==> config.mk <==
export PLATFORM = sky130hd
export DESIGN_NAME = rst_seq_ctrl
export DESIGN_NICKNAME = d
export VERILOG_FILES = /design/src/rtl/rst_seq_ctrl.sv
export SDC_FILE = /design/constraint.sdc
export NUM_CORES = 1
export LEC_CHECK = 0
export BUFFER_PORTS_ARGS = -buffer_cell sky130_fd_sc_hd__buf_2
export CAP_MARGIN = 20
export CORE_UTILIZATION = 55
export CTS_CLUSTER_SIZE = 25
export DETAILED_ROUTE_END_ITERATION = 16
export PLACE_DENSITY = 0.74
export SLEW_MARGIN = 20
export SYNTH_ARGS = -nofsm -noshare
export SYNTH_HDL_FRONTEND = slang
export SYNTH_SLANG_ARGS = --single-unit
==> constraint.sdc <==
create_clock -name clk -period 5.9 [get_ports clk]
set_clock_uncertainty 0.1 [all_clocks]
set_input_delay 0.885 -clock clk [delete_from_list [all_inputs] [get_ports clk]]
set_output_delay 0.885 -clock clk [all_outputs]
set_load 0.03 [all_outputs]
==> src/rtl/rst_seq_ctrl.sv <==
// Reset sequencer for one clock domain.
// All rst_outb bits drop asynchronously as soon as resetb goes low.
// They are released synchronously to clk, bit 0 first, with STAGE_DLY cycles
// between releases. sw_rst holds everything low for HOLD_CYC cycles and then
// runs the same release sequence again.
module rst_seq_ctrl #(
  parameter int SYNC_STAGES = 2,
  parameter int NUM_OUT     = 3,
  parameter int STAGE_DLY   = 16,
  parameter int HOLD_CYC    = 8,
  parameter int CNT_W       = 8
) (
  input  logic               clk,
  input  logic               resetb,
  input  logic               sw_rst,
  output logic [NUM_OUT-1:0] rst_outb,
  output logic               rst_done,
  output logic               busy
);

  typedef enum logic [1:0] {
    ST_RST,
    ST_RELEASE,
    ST_DONE,
    ST_HOLD
  } state_e;

  localparam logic [CNT_W-1:0] STAGE_LAST = CNT_W'(STAGE_DLY - 1);
  localparam logic [CNT_W-1:0] HOLD_LAST  = CNT_W'(HOLD_CYC - 1);

  logic [SYNC_STAGES-1:0] sync_q;
  logic                   sync_ok;
  state_e                 state_q;
  logic [CNT_W-1:0]       cnt_q;
  logic [NUM_OUT-1:0]     rst_outb_q;
  logic                   rst_done_q;
  logic                   busy_q;
  logic [NUM_OUT-1:0]     rel_next;
  logic                   stage_hit;
  logic                   hold_hit;

  // Deassertion synchronizer: a 1 ripples in once resetb is high, and every
  // stage is cleared asynchronously when resetb goes low.
  always_ff @(posedge clk or negedge resetb) begin
    if (!resetb) begin
      sync_q <= '0;
    end else begin
      // NOTE: non-blocking assignment lets each stage sample the previous
      // stage's old value, which is what makes this a shift chain.
      sync_q <= {sync_q[SYNC_STAGES-2:0], 1'b1};
    end
  end

  assign sync_ok = sync_q[SYNC_STAGES-1];

  // The release pattern is a thermometer code, so the next pattern is the
  // current one shifted up by one set bit. Its top bit says this release is
  // the last one.
  if (NUM_OUT == 1) begin : g_single
    assign rel_next = 1'b1;
  end else begin : g_multi
    assign rel_next = {rst_outb_q[NUM_OUT-2:0], 1'b1};
  end

  assign stage_hit = (cnt_q == STAGE_LAST);
  assign hold_hit  = (cnt_q == HOLD_LAST);

  // Sequencing FSM. The counter and all outputs are registered here, so no
  // combinational path runs from sw_rst to rst_outb.
  always_ff @(posedge clk or negedge resetb) begin
    if (!resetb) begin
      state_q    <= ST_RST;
      cnt_q      <= '0;
      rst_outb_q <= '0;
      rst_done_q <= 1'b0;
      busy_q     <= 1'b1;
    end else begin
      case (state_q)
        // The edge that first sees sync_ok counts as the first edge of the
        // bit-0 stage. This puts bit k at edge SYNC_STAGES + (k+1)*STAGE_DLY.
        // cnt_q is always zero in ST_RST, so one step covers both states.
        ST_RST, ST_RELEASE: begin
          if (state_q == ST_RELEASE && sw_rst) begin
            state_q    <= ST_HOLD;
            cnt_q      <= '0;
            rst_outb_q <= '0;
          end else if (state_q == ST_RELEASE || sync_ok) begin
            if (stage_hit) begin
              rst_outb_q <= rel_next;
              cnt_q      <= '0;
              if (rel_next[NUM_OUT-1]) begin
                state_q    <= ST_DONE;
                rst_done_q <= 1'b1;
                busy_q     <= 1'b0;
              end else begin
                state_q <= ST_RELEASE;
              end
            end else begin
              cnt_q   <= cnt_q + CNT_W'(1);
              state_q <= ST_RELEASE;
            end
          end
        end
        ST_DONE: begin
          if (sw_rst) begin
            state_q    <= ST_HOLD;
            cnt_q      <= '0;
            rst_outb_q <= '0;
            rst_done_q <= 1'b0;
            busy_q     <= 1'b1;
          end
        end
        // sw_rst is ignored here, so a second request does not extend the hold.
        ST_HOLD: begin
          if (hold_hit) begin
            state_q <= ST_RELEASE;
            cnt_q   <= '0;
          end else begin
            cnt_q <= cnt_q + CNT_W'(1);
          end
        end
        default: begin
          state_q <= ST_RST;
        end
      endcase
    end
  end

  assign rst_outb = rst_outb_q;
  assign rst_done = rst_done_q;
  assign busy     = busy_q;

endmodule

## After elaboration in Yosys (flattened, before gate mapping)

Cells that the tools add are included.

| cells by class | value |
|---|---|
| add/subtract/negate cells | 1 |
| $mul | 0 |
| div/mod/pow operators | 0 |
| magnitude comparators | 0 |
| equal/unequal tests | 13 |
| shift-type cells | 0 |
| multiplexer cells | 30 |
| bitwise operators | 0 |
| reduce and logical (&&, ||, !) cells | 9 |

Operators with widths:

| cell | number |
|---|---|
| 2-to-1 mux 8 bit | 5 |
| case mux 8 bit (3 select lines) | 1 |
| 2-to-1 mux 2 bit | 6 |
| 2-to-1 mux 3 bit | 4 |
| != test 2 bit, second input constant | 6 |
| 2-to-1 mux 1 bit | 10 |
| adder 8 x 1 -> 8 bit, second input constant | 1 |
| equality test 8 x 3 -> 1 bit, second input constant | 1 |
| equality test 8 x 4 -> 1 bit, second input constant | 1 |
| != test 3 bit, second input constant | 2 |
| case mux 2 bit (3 select lines) | 1 |
| case mux 3 bit (2 select lines) | 1 |
| AND reduction 6 bit | 1 |
| equality test 2 bit, second input constant | 2 |
| case mux 1 bit (2 select lines) | 2 |
| AND reduction 4 bit | 1 |
| AND reduction 3 bit | 1 |
| equality test 2 x 1 -> 1 bit, second input constant | 1 |
| zero test 2 bit | 1 |
| AND reduction 2 bit | 1 |
| nonzero test 2 bit | 1 |
| OR reduction 2 bit | 1 |
| logical AND 1 bit | 1 |
| logical OR 1 bit | 1 |

| word-level totals | value |
|---|---|
| register bits after elaboration | 17 |
| bits in latches | 0 |
| memory bits (writable) | 0 |
| memory bits (read-only) | 0 |
| input bits | 3 |
| output and inout port bits | 5 |
| word-level logic and storage cells | 59 |
| memories kept | 0 |

## Longest topological paths before layout

| depth | value |
|---|---|
| depth in word-level cells | 5 |
| depth in mapped cells | 6 |
| gate-level depth less buffers | 5 |

## Worst setup path after synthesis

Ideal clock, no wire load.

| timing path | value |
|---|---|
| path type | input-to-reg |
| start | input sw_rst |
| end | register rst_outb_q[0], in the netlist rst_outb[0] |
| library setup time | 0.125 ns |
| data arrival time | 2.013 ns |
| required time | 5.675 ns |
| setup slack | 3.662 ns |
| stages | 4 |
| path buffers | 0 |
| path through | a21oi_1 -> a21boi_2 -> a211o_1 -> mux2_4 |

| between the ends | value |
|---|---|
| cells in the longest elaborated chain, start to end | 3 |
| elaborated cells on any way between the ends | 7 |
| classes of those cells | 3 x eq/ne; 2 x mux; 2 x reduce/logical |

Ends and longest elaborated chain:

| what | RTL line | RTL |
|---|---|---|
| start: declaration | 15 | `input logic sw_rst,` |
| logical AND 1 bit | 83 | `if (state_q == ST_RELEASE && sw_rst) begin` |
| != test 3 bit (no line) / 2-to-1 mux 3 bit (equally long branches) | - |  |
| AND reduction 4 bit (no line) / case mux 3 bit (2 select lines) (equally long branches) | - |  |
| end signal: assignment | 89 | `rst_outb_q <= rel_next;` |
| end: declaration | 35 | `logic [NUM_OUT-1:0] rst_outb_q;` |

Several ways; a longest one is shown, not always the timed one.
A chain may end at the register's enable or synchronous reset.

## Worst setup path after layout

Ends and elaborated chain as after synthesis.

==> flow_metrics.env <==
export IMPL_post_place_cells=115
export IMPL_worst_ep_required_time_ns=5.99
export IMPL_clkLatencyLatePin_ns=0.29
export IMPL_synth_warning_count=0
export IMPL_grt_antenna_before_repair=0
export IMPL_io_buffers=7
export IMPL_grt_first_pass_wirelength_um=3020
export IMPL_p_comb_frac=0.367
export IMPL_wirelength_um=1740
export IMPL_p_per_area_nw_per_um2=376
export IMPL_core_rowCount=14
export IMPL_timing_max_cap_violations=0
export IMPL_synth_top_flop_cell="sky130_fd_sc_hd__dfrtp_1"
export IMPL_die_h_um=43.4
export IMPL_async_reset_ff_frac=1.00
export IMPL_grt_start_max_net_pins=18
export IMPL_post_route_drc_count=0
export IMPL_grt_pass1_vias=666
export IMPL_post_synth_most_frequent_cells="16 x sky130_fd_sc_hd__dfrtp_1, 14 x sky130_fd_sc_hd__nand2_1, 6 x sky130_fd_sc_hd__o211ai_1"
export IMPL_worst_setup_path_start_kind="input port"
export IMPL_hold_viol=0
export IMPL_seq_power_share=0.467
export IMPL_cts_hold_buffers=0
export IMPL_cts_inserted_buffers=3
export IMPL_synth_enable_flop_cells=0
export IMPL_gr_total_overflow=0
export IMPL_cts_clk_slew_worst_paths_ns=0.10
export IMPL_cp_end_kind="register"
export IMPL_antenna_left=0
export IMPL_worst_slew_pin_transition_ns=0.618
export IMPL_timing_worst_setup_path_type="in -> reg"
export IMPL_power_internal_uw=226
export IMPL_first_pass_iters=4
export IMPL_cts_root_buffer_cell="sky130_fd_sc_hd__clkbuf_4"
export IMPL_gp_congestion=0.920
export IMPL_syn_area_per_cell_um2=9.74
export IMPL_cts_root_to_sink_buffers=2
export IMPL_vdd_ir_drop_worst_uv=175
export IMPL_post_synth_top_area_cell="sky130_fd_sc_hd__dfrtp_1"
export IMPL_area_growth_synth_to_final_pct=6.22
export IMPL_leakagePower_nw=0.439
export IMPL_synth_net_count=101
export IMPL_final_cell_count_no_fill=119
export IMPL_drive_above_1_share=0.204
export IMPL_synth_seq_area_share=0.452
export IMPL_fp_dieArea_um2=1890
export IMPL_power_switching_uw=152
export IMPL_finalNetCount=108
export IMPL_cts_post_setup_buffers_inserted=0
export IMPL_htree_num_levels=1
export IMPL_yosys_top_cells_area="sky130_fd_sc_hd__dfrtp_1 42%, sky130_fd_sc_hd__nand2_1 5.6%, sky130_fd_sc_hd__o211ai_1 4.8%"
export IMPL_synth_cell_types=43
export IMPL_synth_cell_area_um2=945
export IMPL_path_max_fanout=8
export IMPL_routed_via_count=755
export IMPL_final_critical_delay_including_setup_and_external_delays_ns=2.26
export IMPL_tns_ns=0
export IMPL_floorplan_initialDensity=0.606
export IMPL_grt_usage=0.217
export IMPL_synthCells=97
export IMPL_die_width_um=43.4
export IMPL_clock_power_share=0.166
export IMPL_num_io_pins=8
export IMPL_cts_num_sinks=17
export IMPL_setup_repair_after_global_routing_missed_its_margin="false"
export IMPL_arrival_ns=2.35
export IMPL_detailedRoute_firstIterationViolations=32
export IMPL_yosys_register_bits=17
export IMPL_setup_viol=0
export IMPL_timing_slew_headroom=0.587
export IMPL_fmaxAchievable_mhz=442
export IMPL_post_route_clock_period_utilization=0.383
export IMPL_vias_per_cell=6.34
export IMPL_switch_share=0.402
export IMPL_place_hpwl_um=1200
export IMPL_synth_top_area_frac=0.424
export IMPL_antenna_cells=0
export IMPL_outcome="finished clean"
export IMPL_library_cell_with_the_highest_instance_count_after_synthesis="sky130_fd_sc_hd__dfrtp_1"
export IMPL_core_box_area_um2=1560
export IMPL_wl_per_cell_um=14.6
export IMPL_drv_slew=0
export IMPL_worst_hold_path_type="reg -> reg"
export IMPL_cts_tree="built"
export IMPL_cts_resized_gates=0
## area by class of cell
class	count	area [um2]
clock buffer	3	22.5
tap	16	20.0
sequential	17	427
inverter	5	18.8
fill	129	556
timing repair buffer	7	35.0
multi-input combinational	70	475
clock inverter	1	5.00
## power groups by stage
stage / Clock [mW] / Sequential (mW) / Combinational (mW)
after global routing: 0.0679 / 0.181 / 0.157
after CTS: 0.0626 / 0.176 / 0.138
final: 0.0626 / 0.176 / 0.139
after global placement: 0 / 0.179 / 0.135
after floorplan: 0 / 0.171 / 0.117
after detailed placement: 0 / 0.179 / 0.138
## layer usage
| layer | track usage | wire, um |
|---|---|---|
| met5 | 0 | 0 |
| met1 | 0.337 | 875 |
| met3 | 0.0250 | 45 |
| met2 | 0.306 | 783 |
| met4 | 0.0938 | 31 |
## state kept, by name, indices dropped and copies added (netlist names)
signal / cells
cnt_q: 8
rst_outb: 3
state_q: 2
sync_q: 2
busy: 1
rst_done: 1
## cells by family after synthesis
group / count (synthesis) / synth area share
AO/OA/AOI/OAI: 29 / 0.246
adder cells (fa/ha/maj): 1 / 0.0132
buffers and inverters: 10 / 0.0450
flip-flops: 17 / 0.452
multiplexers: 4 / 0.0477
other: 1 / 0.00397
AND/OR/NAND/NOR: 35 / 0.192
## critical path: stages
cell and delay (ns):
sky130_fd_sc_hd__buf_2 0.14, sky130_fd_sc_hd__a21oi_1 0.33, sky130_fd_sc_hd__a21boi_2 0.44, sky130_fd_sc_hd__a211o_1 0.24, sky130_fd_sc_hd__mux2_4 0.32
## metrics by stage
stage | power [mW] | cell area, um2 | setup slack (ns) | utilization | hold WS [ns]
5_1_grt | 0.406 | 1000 | 3.53 | 0.644 | 0.278
4_1_cts | 0.377 | 1000 | 3.63 | 0.644 | 0.265
2_1_floorplan | 0.288 | 945 | 3.66 | - | 0.231
3_3_place_gp | 0.314 | 976 | 3.41 | 0.626 | 0.232
6_report | 0.378 | 1000 | 3.64 | 0.644 | 0.268
3_5_place_dp | 0.316 | 976 | 3.33 | 0.626 | 0.243
## placed cells by master (no fill, tap or decap), types with 2 or more instances in the layout
| master | instances |
|---|---|
| sky130_fd_sc_hd__o21ai_0 | 2 |
| sky130_fd_sc_hd__buf_2 | 7 |
| sky130_fd_sc_hd__nor3_1 | 2 |
| sky130_fd_sc_hd__o21ai_1 | 2 |
| sky130_fd_sc_hd__nor2_1 | 5 |
| sky130_fd_sc_hd__nand2_1 | 14 |
| sky130_fd_sc_hd__o211ai_1 | 6 |
| sky130_fd_sc_hd__o311ai_1 | 2 |
| sky130_fd_sc_hd__clkbuf_4 | 3 |
| sky130_fd_sc_hd__nand3_1 | 2 |
| sky130_fd_sc_hd__inv_1 | 5 |
| sky130_fd_sc_hd__a31oi_1 | 2 |
| sky130_fd_sc_hd__dfrtp_1 | 16 |
| sky130_fd_sc_hd__nand2b_1 | 3 |
| sky130_fd_sc_hd__a21oi_1 | 3 |
| sky130_fd_sc_hd__mux2i_1 | 3 |
## final timing paths
path / start / slack, ns / cells past startpoint / to
min reg2reg: sync_q[0] / 0.27 / 0 / sync_q[1]
max in group asynchronous: resetb / 5.01 / 1 / busy
min: sync_q[0] / 0.27 / 0 / sync_q[1]
max reg2reg: state_q[1] / 3.75 / 4 / rst_outb[0]
min in group asynchronous: resetb / 0.39 / 1 / rst_done
max: sw_rst / 3.64 / 5 / rst_outb[0]
No activity file was read; power rests on OpenSTA's default activity.
